===== src/rtl/fetch_unit.sv =====
// fetch_unit: single-outstanding instruction fetch front end.
// Issues one bus request at a time, places returned words into the decode
// register (d_valid/d_pc/d_instr) and keeps a one-entry skid buffer for a word
// that returns while decode is stalled. Taken branches/jumps are sampled when
// decode consumes them; the delay slot is always fetched before the target.
//
// Ports:
//   clk, reset                 clock, synchronous active-high reset
//   ireq_valid, ireq_addr      instruction-bus request (held until addr_ok)
//   iresp_addr_ok              bus accepted the request this cycle
//   iresp_data_ok, iresp_data  bus returns the instruction word this cycle
//   stall                      decode cannot consume
//   redirect_valid/_pc         taken branch/jump target from decode
//   d_valid, d_pc, d_instr     decode-stage register
module fetch_unit #(
  parameter logic [31:0] RESET_PC = 32'hbfc0_0000
) (
  input  logic        clk,
  input  logic        reset,
  output logic        ireq_valid,
  output logic [31:0] ireq_addr,
  input  logic        iresp_addr_ok,
  input  logic        iresp_data_ok,
  input  logic [31:0] iresp_data,
  input  logic        stall,
  input  logic        redirect_valid,
  input  logic [31:0] redirect_pc,
  output logic        d_valid,
  output logic [31:0] d_pc,
  output logic [31:0] d_instr
);

  localparam logic [31:0] RESET_ALIGNED = {RESET_PC[31:2], 2'b00};

  typedef enum logic [1:0] {
    S_REQ,
    S_WAIT,
    S_HOLD
  } state_t;

  state_t      state;
  logic [31:0] fetch_pc;
  logic        pending;
  logic [31:0] pending_target;
  logic [31:0] skid_pc;
  logic [31:0] skid_instr;

  logic        consume;
  logic        take_redirect;
  logic        fetch_done;
  logic [31:0] redirect_aligned;
  logic [31:0] next_seq_pc;

  assign consume          = d_valid && !stall;
  assign take_redirect    = consume && redirect_valid;
  assign fetch_done       = ((state == S_REQ) && iresp_addr_ok && iresp_data_ok) ||
                            ((state == S_WAIT) && iresp_data_ok);
  assign redirect_aligned = {redirect_pc[31:2], 2'b00};
  assign next_seq_pc      = pending ? pending_target : fetch_pc + 32'd4;

  // Request valid is decoded from state; gating with reset keeps it low during
  // the reset cycle while still being high on the first cycle after release.
  assign ireq_valid = (state == S_REQ) && !reset;
  assign ireq_addr  = {fetch_pc[31:2], 2'b00};

  always_ff @(posedge clk) begin
    if (reset) begin
      state          <= S_REQ;
      fetch_pc       <= RESET_ALIGNED;
      pending        <= 1'b0;
      pending_target <= '0;
      skid_pc        <= '0;
      skid_instr     <= '0;
      d_valid        <= 1'b0;
      d_pc           <= '0;
      d_instr        <= '0;
    end else begin
      if (fetch_done) begin
        if (!d_valid || consume) begin
          d_valid <= 1'b1;
          d_pc    <= ireq_addr;
          d_instr <= iresp_data;
          state   <= S_REQ;
        end else begin
          skid_pc    <= ireq_addr;
          skid_instr <= iresp_data;
          state      <= S_HOLD;
        end
        // A redirect taken on this very edge means the word just fetched is
        // the delay slot, so the target is the next fetch address directly.
        pending  <= 1'b0;
        fetch_pc <= take_redirect ? redirect_aligned : next_seq_pc;
      end else if ((state == S_HOLD) && consume) begin
        d_valid <= 1'b1;
        d_pc    <= skid_pc;
        d_instr <= skid_instr;
        state   <= S_REQ;
        // Delay slot was sitting in the skid buffer; fetch_pc had already
        // stepped past it and must be replaced by the target.
        if (take_redirect) begin
          fetch_pc <= redirect_aligned;
        end
      end else begin
        if (consume) begin
          d_valid <= 1'b0;
        end
        // Delay slot not fetched yet: remember the target for the advance
        // that follows its completion.
        if (take_redirect) begin
          pending        <= 1'b1;
          pending_target <= redirect_aligned;
        end
        if ((state == S_REQ) && iresp_addr_ok) begin
          state <= S_WAIT;
        end
      end
    end
  end

  // A branch cannot sit in a delay slot, so no redirect may arrive while one
  // is still pending.
  always_ff @(posedge clk) begin
    if (!reset && take_redirect) begin
      assert (!pending);
    end
  end

endmodule


===== config.mk =====
export PLATFORM = sky130hd
export DESIGN_NAME = fetch_unit
export DESIGN_NICKNAME = d
export VERILOG_FILES = /design/src/rtl/fetch_unit.sv
export SDC_FILE = /design/constraint.sdc
export NUM_CORES = 1
export LEC_CHECK = 0
export CAP_MARGIN = 10
export CORE_MARGIN = 4
export CORE_UTILIZATION = 45
export CTS_CLUSTER_SIZE = 25
export DETAILED_ROUTE_END_ITERATION = 8
export MAX_ROUTING_LAYER = met4
export PLACE_DENSITY_LB_ADDON = 0.05
export SYNTH_ARGS = -nofsm -noshare
export SYNTH_HDL_FRONTEND = slang
export SYNTH_SLANG_ARGS = --single-unit
export TNS_END_PERCENT = 5

===== constraint.sdc =====
create_clock -name clk -period 2.5 [get_ports clk]
set_input_delay 0.75 -clock clk [delete_from_list [all_inputs] [get_ports clk]]
set_output_delay 0.75 -clock clk [all_outputs]
set_load 0.05 [all_outputs]

=== Yosys cells after proc, flatten, opt, wreduce, memory -nomap -nowiden ===
Index checks and enable logic that the tools add are counted.

* Word-level logic and storage cells: 59
* Register bits after elaboration: 192

* $add $sub $neg: 1
* Eq/ne operators: 3
* Reductions and logical operators: 24
* Bitwise logic cells: 3
* Multiplexer cells: 19

{| class="wikitable"
|+ Operator list
! cell !! number
|-
| 32-bit 2-to-1 mux || 11
|-
| 32-bit by 3-bit adder with 32-bit output (second input constant) || 1
|-
| 2-bit AND reduction || 5
|-
| 2-bit 2-to-1 mux || 4
|-
| 1-bit logical AND || 7
|-
| 3-bit nonzero test || 2
|-
| 1-bit 2-to-1 mux || 4
|-
| 2-bit nonzero test || 2
|-
| 1-bit zero test || 3
|-
| 1-bit inverter || 3
|-
| 3-bit AND reduction || 1
|-
| 2-bit by 1-bit == test with 1-bit output (second input constant) || 1
|-
| 2-bit == test (second input constant) || 1
|-
| 2-bit zero test || 1
|-
| 1-bit logical OR || 2
|-
| 2-bit by 1-bit inequality test with 1-bit output (second input constant) || 1
|-
| 2-bit OR reduction || 1
|}

=== Logic depth before layout (Yosys ltp) ===
* Depth in word-level cells: 6
* Depth in mapped cells: 8

=== Worst setup path after synthesis ===
No wires, ideal clock.

* Path kind: input to output
* From: input port reset
* To: output port ireq_valid
* Stages: 4
* Slack: -0.590 ns
* Required time: 1.750 ns
* Arrival time: 2.340 ns
* Cells stage by stage: clkbuf_1 > clkbuf_1 > clkbuf_1 > nor3_1

* Longest elaborated chain between the ends: 2

{| class="wikitable"
|+ Ends and longest elaborated chain
! item !! line !! RTL
|-
| start: declaration || 19 || <nowiki>input logic reset,</nowiki>
|-
| 1-bit zero test || n/a ||
|-
| 1-bit logical AND || 63 || <nowiki>assign ireq_valid = (state == S_REQ) && !reset;</nowiki>
|-
| end: declaration || 20 || <nowiki>output logic ireq_valid,</nowiki>
|}

Every way passes these cells.

=== Final worst setup path ===
* From: register fetch_pc[3]
* To: output port ireq_addr[3]

{| class="wikitable"
|+ RTL lines
! item !! line !! RTL
|-
| start: declaration || 42 || <nowiki>logic [31:0] fetch_pc;</nowiki>
|-
| start signal: assignment || 92 || <nowiki>fetch_pc <= take_redirect ? redirect_aligned : next_seq_pc;</nowiki>
|-
| start signal: assignment || 101 || <nowiki>fetch_pc <= redirect_aligned;</nowiki>
|-
| end: declaration || 21 || <nowiki>output logic [31:0] ireq_addr,</nowiki>
|}

No word-level cell between the ends.

==> summary.md <==
| Metric | Value |
|---|---|
| H-Tree Depth | 4 |
| Worst Max-Slew Pin Slew | 0.5891 ns |
| Routed wl met2 | about 11,000 µm |
| Power Dens Cells | roughly 690 nW/µm² |
| Reg2Reg Setup Slack | roughly 0.46 ns |
| Antenna Nets Post-Route | 0 |
| Reg clk slew, reported paths | ~0.070 ns |
| Top Layer Used | met4 |
| Top FF cell, synth | dfxtp_1 |
| Routed wl met3 | around 1400 µm |
| Hold Crit Class | reg -> reg |
| Cell Rows | between 40 and 50 |
| Syn-to-layout area delta | 36.91% |
| Crit-path max cell delay | just over 0.8 ns |
| Final Hold Viols | 0 |
| Required @ worst endpoint | approximately 1.8 ns |
| FF-to-FF Start | fetch_pc[19] |
| Initial Utilization | a little under half |
| CP cell instances | buf_4, clkdlybuf4s50_1 |
| Port Buf Inserts | 161 |
| FF-to-FF End | fetch_pc[29] |
| Ant diodes | 0 |
| CP max stage cell | clkdlybuf4s50_1 |
| Drt pass-1 iters | 5 |
| Netlist Area Pre-Place | approximately 8200 µm² |
| Yosys cell types | 58 |
| Post-DP HPWL | approximately 17,000 µm |
| Seq/Total Area, Yosys | approximately 46% |
| M1 wire length | 10,900 µm |
| Die extent in x | about 140 µm |
| Final setup fails | 0 |
| First-pass GRT wire length | roughly 40,000 µm |
| Leakage | 3.925 nW |
| Post-CTS Hold Fix Bufs | 0 |
| Vias/cell | ~5.4 |
| YS warnings | 0 |
| Wire per inst | around 16 µm |
| Total of max-cap violations | 0 |
| Crit path buf inv count | 2 |
| Unrepaired setup endpoints after global routing | no |
| CTS root buf | clkbuf_16 |
| Die ar. | approximately 20,000 µm² |
| Yosys reg bits | between 150 and 200 |
| Drt initial violations | 496 |
| Most common cell after layout, fill and taps aside | nand2_1 |
| Status | finished clean |
| CP arrival | roughly 1.7 ns |
| Remaining global-route overflow | 0 |
| Number of placed instances, taps included | 1,441 |
| Gp weighted congestion | between 0.8 and 0.9 |
| Die H | ~140 µm |
| Period utilization | between 90 and 100% |
| Io pins | 168 |
| Commonest cells after routing, fill and taps aside | 324 x nand2_1, 188 x dfxtp_1, 144 x clkdlybuf4s50_1 |
| Core area | ~18,000 µm² |
| CP startpoint | fetch_pc[3] |
| Total track usage | 24.18% |
| Hold WS | around 0.45 ns |
| Clock Latency Late Sink | approximately 0.43 ns |
| Clk buf depth | 2 |
| Design Power | around 7.7 mW |
| Vias in the first global route | approximately 7,400 |
| Fmax | 405.2 MHz |
| Minimum clock period | between 2 and 2.5 ns |
| Syn Inst Count | 1,055 |
| Avg Synthesized Cell Area | 7.753 µm² |
| Non-Filler Instances | between 1,000 and 1,500 |
| Crit path kind | reg -> out |
| Largest net degree at the start of global routing | roughly 110 |
| Worst setup SP type | register |
| Initial antenna violation count | 0 |
| Via count | around 8,000 |
| Crit path capture type | output pin |
| Slew margin rel. | 60.58% |
| Ys async rst share | 0% |
| Final wirelength | ~24,000 µm |
| Residual DRC count | 0 |
| Top delay family on crit path | buffers and inverters |
| Sink Count | around 190 |
| Layout cell share with drive strength beyond 1 | roughly 12% |
| CTS Buf Count | 17 |
| Cell count along the critical path | 2 |
| EDFF count, synth | 0 |
| Worst setup path endpoint | ireq_addr[3] |
| Worst VDD drop | 0.0004908 V |
| Max-slew violations | 0 |
| NumNets Final | between 1,000 and 1,500 |
| R2r worst-path depth | 5 |
| Final Util | between 60% and 70% |
| Worst Skew | just over 0.007 ns |
| Max FO, Critical Path | 6 |
| CTS tree | yes |
worst min path at each step:
stage	startpoint	end	slack (ns)	cells after the start
after floorplan	pending_target[12]	pending_target[12]	0.43	2
after global routing	skid_instr[20]	skid_instr[20]	0.47	2
after global placement	pending_target[7]	pending_target[7]	0.44	2
after detailed placement	pending_target[28]	pending_target[28]	0.45	2
after CTS	pending_target[28]	pending_target[28]	0.45	2
final	pending_target[28]	pending_target[28]	0.45	2
report_power, final:
part	switching [mW]	internal, mW	total (mW)
Sequential	0.110	3.15	3.26
Combinational	1.04	0.644	1.69
Clock	1.19	1.62	2.80
registers in the layout, summed over array words and instances (netlist names):
| register | cells |
|---|---|
| skid_instr | 32 |
| fetch_pc | 30 |
| pending_target | 30 |
| d_pc | 30 |
| skid_pc | 30 |
| d_instr | 32 |
| pending | 1 |
| state | 2 |
| d_valid | 1 |
metal layers:
metal / global-route usage [%] / up-vias
met2: 38.16 / 225
met3: 3.617 / 25
met5: - / -
met4: 7.004 / 0
li1: - / 4013
met1: 32.36 / 3748
kinds of logic after synthesis:
kind of cell / Yosys count / synth area share (%)
compound gates: 269 / 21.95
xor+xnor: 9 / 0.9637
simple gates: 479 / 24.60
mux: 4 / 0.5048
buf+inv: 104 / 5.767
other cells: 1 / 0.04585
flops: 188 / 46.01
fa+ha+maj: 1 / 0.1530
per-stage QoR:
step                      setup slack (ns)  instance area, µm²  setup TNS (ns)
after floorplan                    0.01891                8202               0
after global placement             -0.1695               10600          -8.012
after detailed placement           -0.2028               10600          -9.776
after CTS                         0.007993               11200               0
after global routing              0.002283               11200               0
final                              0.03231               11200               0
area by class of cell:
class	count	area, µm²
fill	1638	6704
multi-input combinational	766	3980
clock buffer	20	446.7
clock inverter	12	158.9
timing repair buffer	251	2536
sequential	188	3764
tap	229	286.5
inverter	7	26.28
worst register-to-register path, cell delays in order, from the launching register on:
cell     delay, ns
dfxtp_1       0.53
and3_1        0.28
and3_1        0.39
nand3_2       0.14
or4_1         0.41
a32oi_1       0.21
what timing repair did:
| action | in CTS | in global routing |
|---|---|---|
| setup endpoints to repair | 6 | 1 |
| resized for setup | 6 | 1 |
| pin swaps | 0 | 0 |
| gates cloned | 0 | 0 |
| buffers inserted | 0 | 0 |
cells in the mapped netlist (4+ instances only):
| cell type | count | share of area (%) |
|---|---|---|
| a21o_1 | 5 | 0.46 |
| dfxtp_1 | 188 | 46 |
| a311oi_1 | 65 | 7.0 |
| xnor2_1 | 4 | 0.43 |
| inv_1 | 7 | 0.32 |
| o22ai_1 | 5 | 0.38 |
| nor2_1 | 79 | 3.6 |
| o21ai_0 | 14 | 0.86 |
| a31oi_1 | 6 | 0.46 |
| o221ai_1 | 13 | 1.4 |
| buf_4 | 7 | 0.64 |
| nand2_1 | 324 | 15 |
| nor3_1 | 12 | 0.73 |
| and3_1 | 8 | 0.61 |
| nand3_1 | 14 | 0.86 |
| clkbuf_1 | 44 | 2.0 |
| xor2_1 | 5 | 0.54 |
| a221oi_1 | 7 | 0.75 |
| o211ai_1 | 8 | 0.73 |
| buf_2 | 44 | 2.7 |
| nand4_1 | 9 | 0.69 |
| a211oi_1 | 4 | 0.37 |
| a21oi_1 | 122 | 7.5 |
| nand2b_1 | 6 | 0.46 |
No activity file was read; power rests on OpenSTA's default activity.
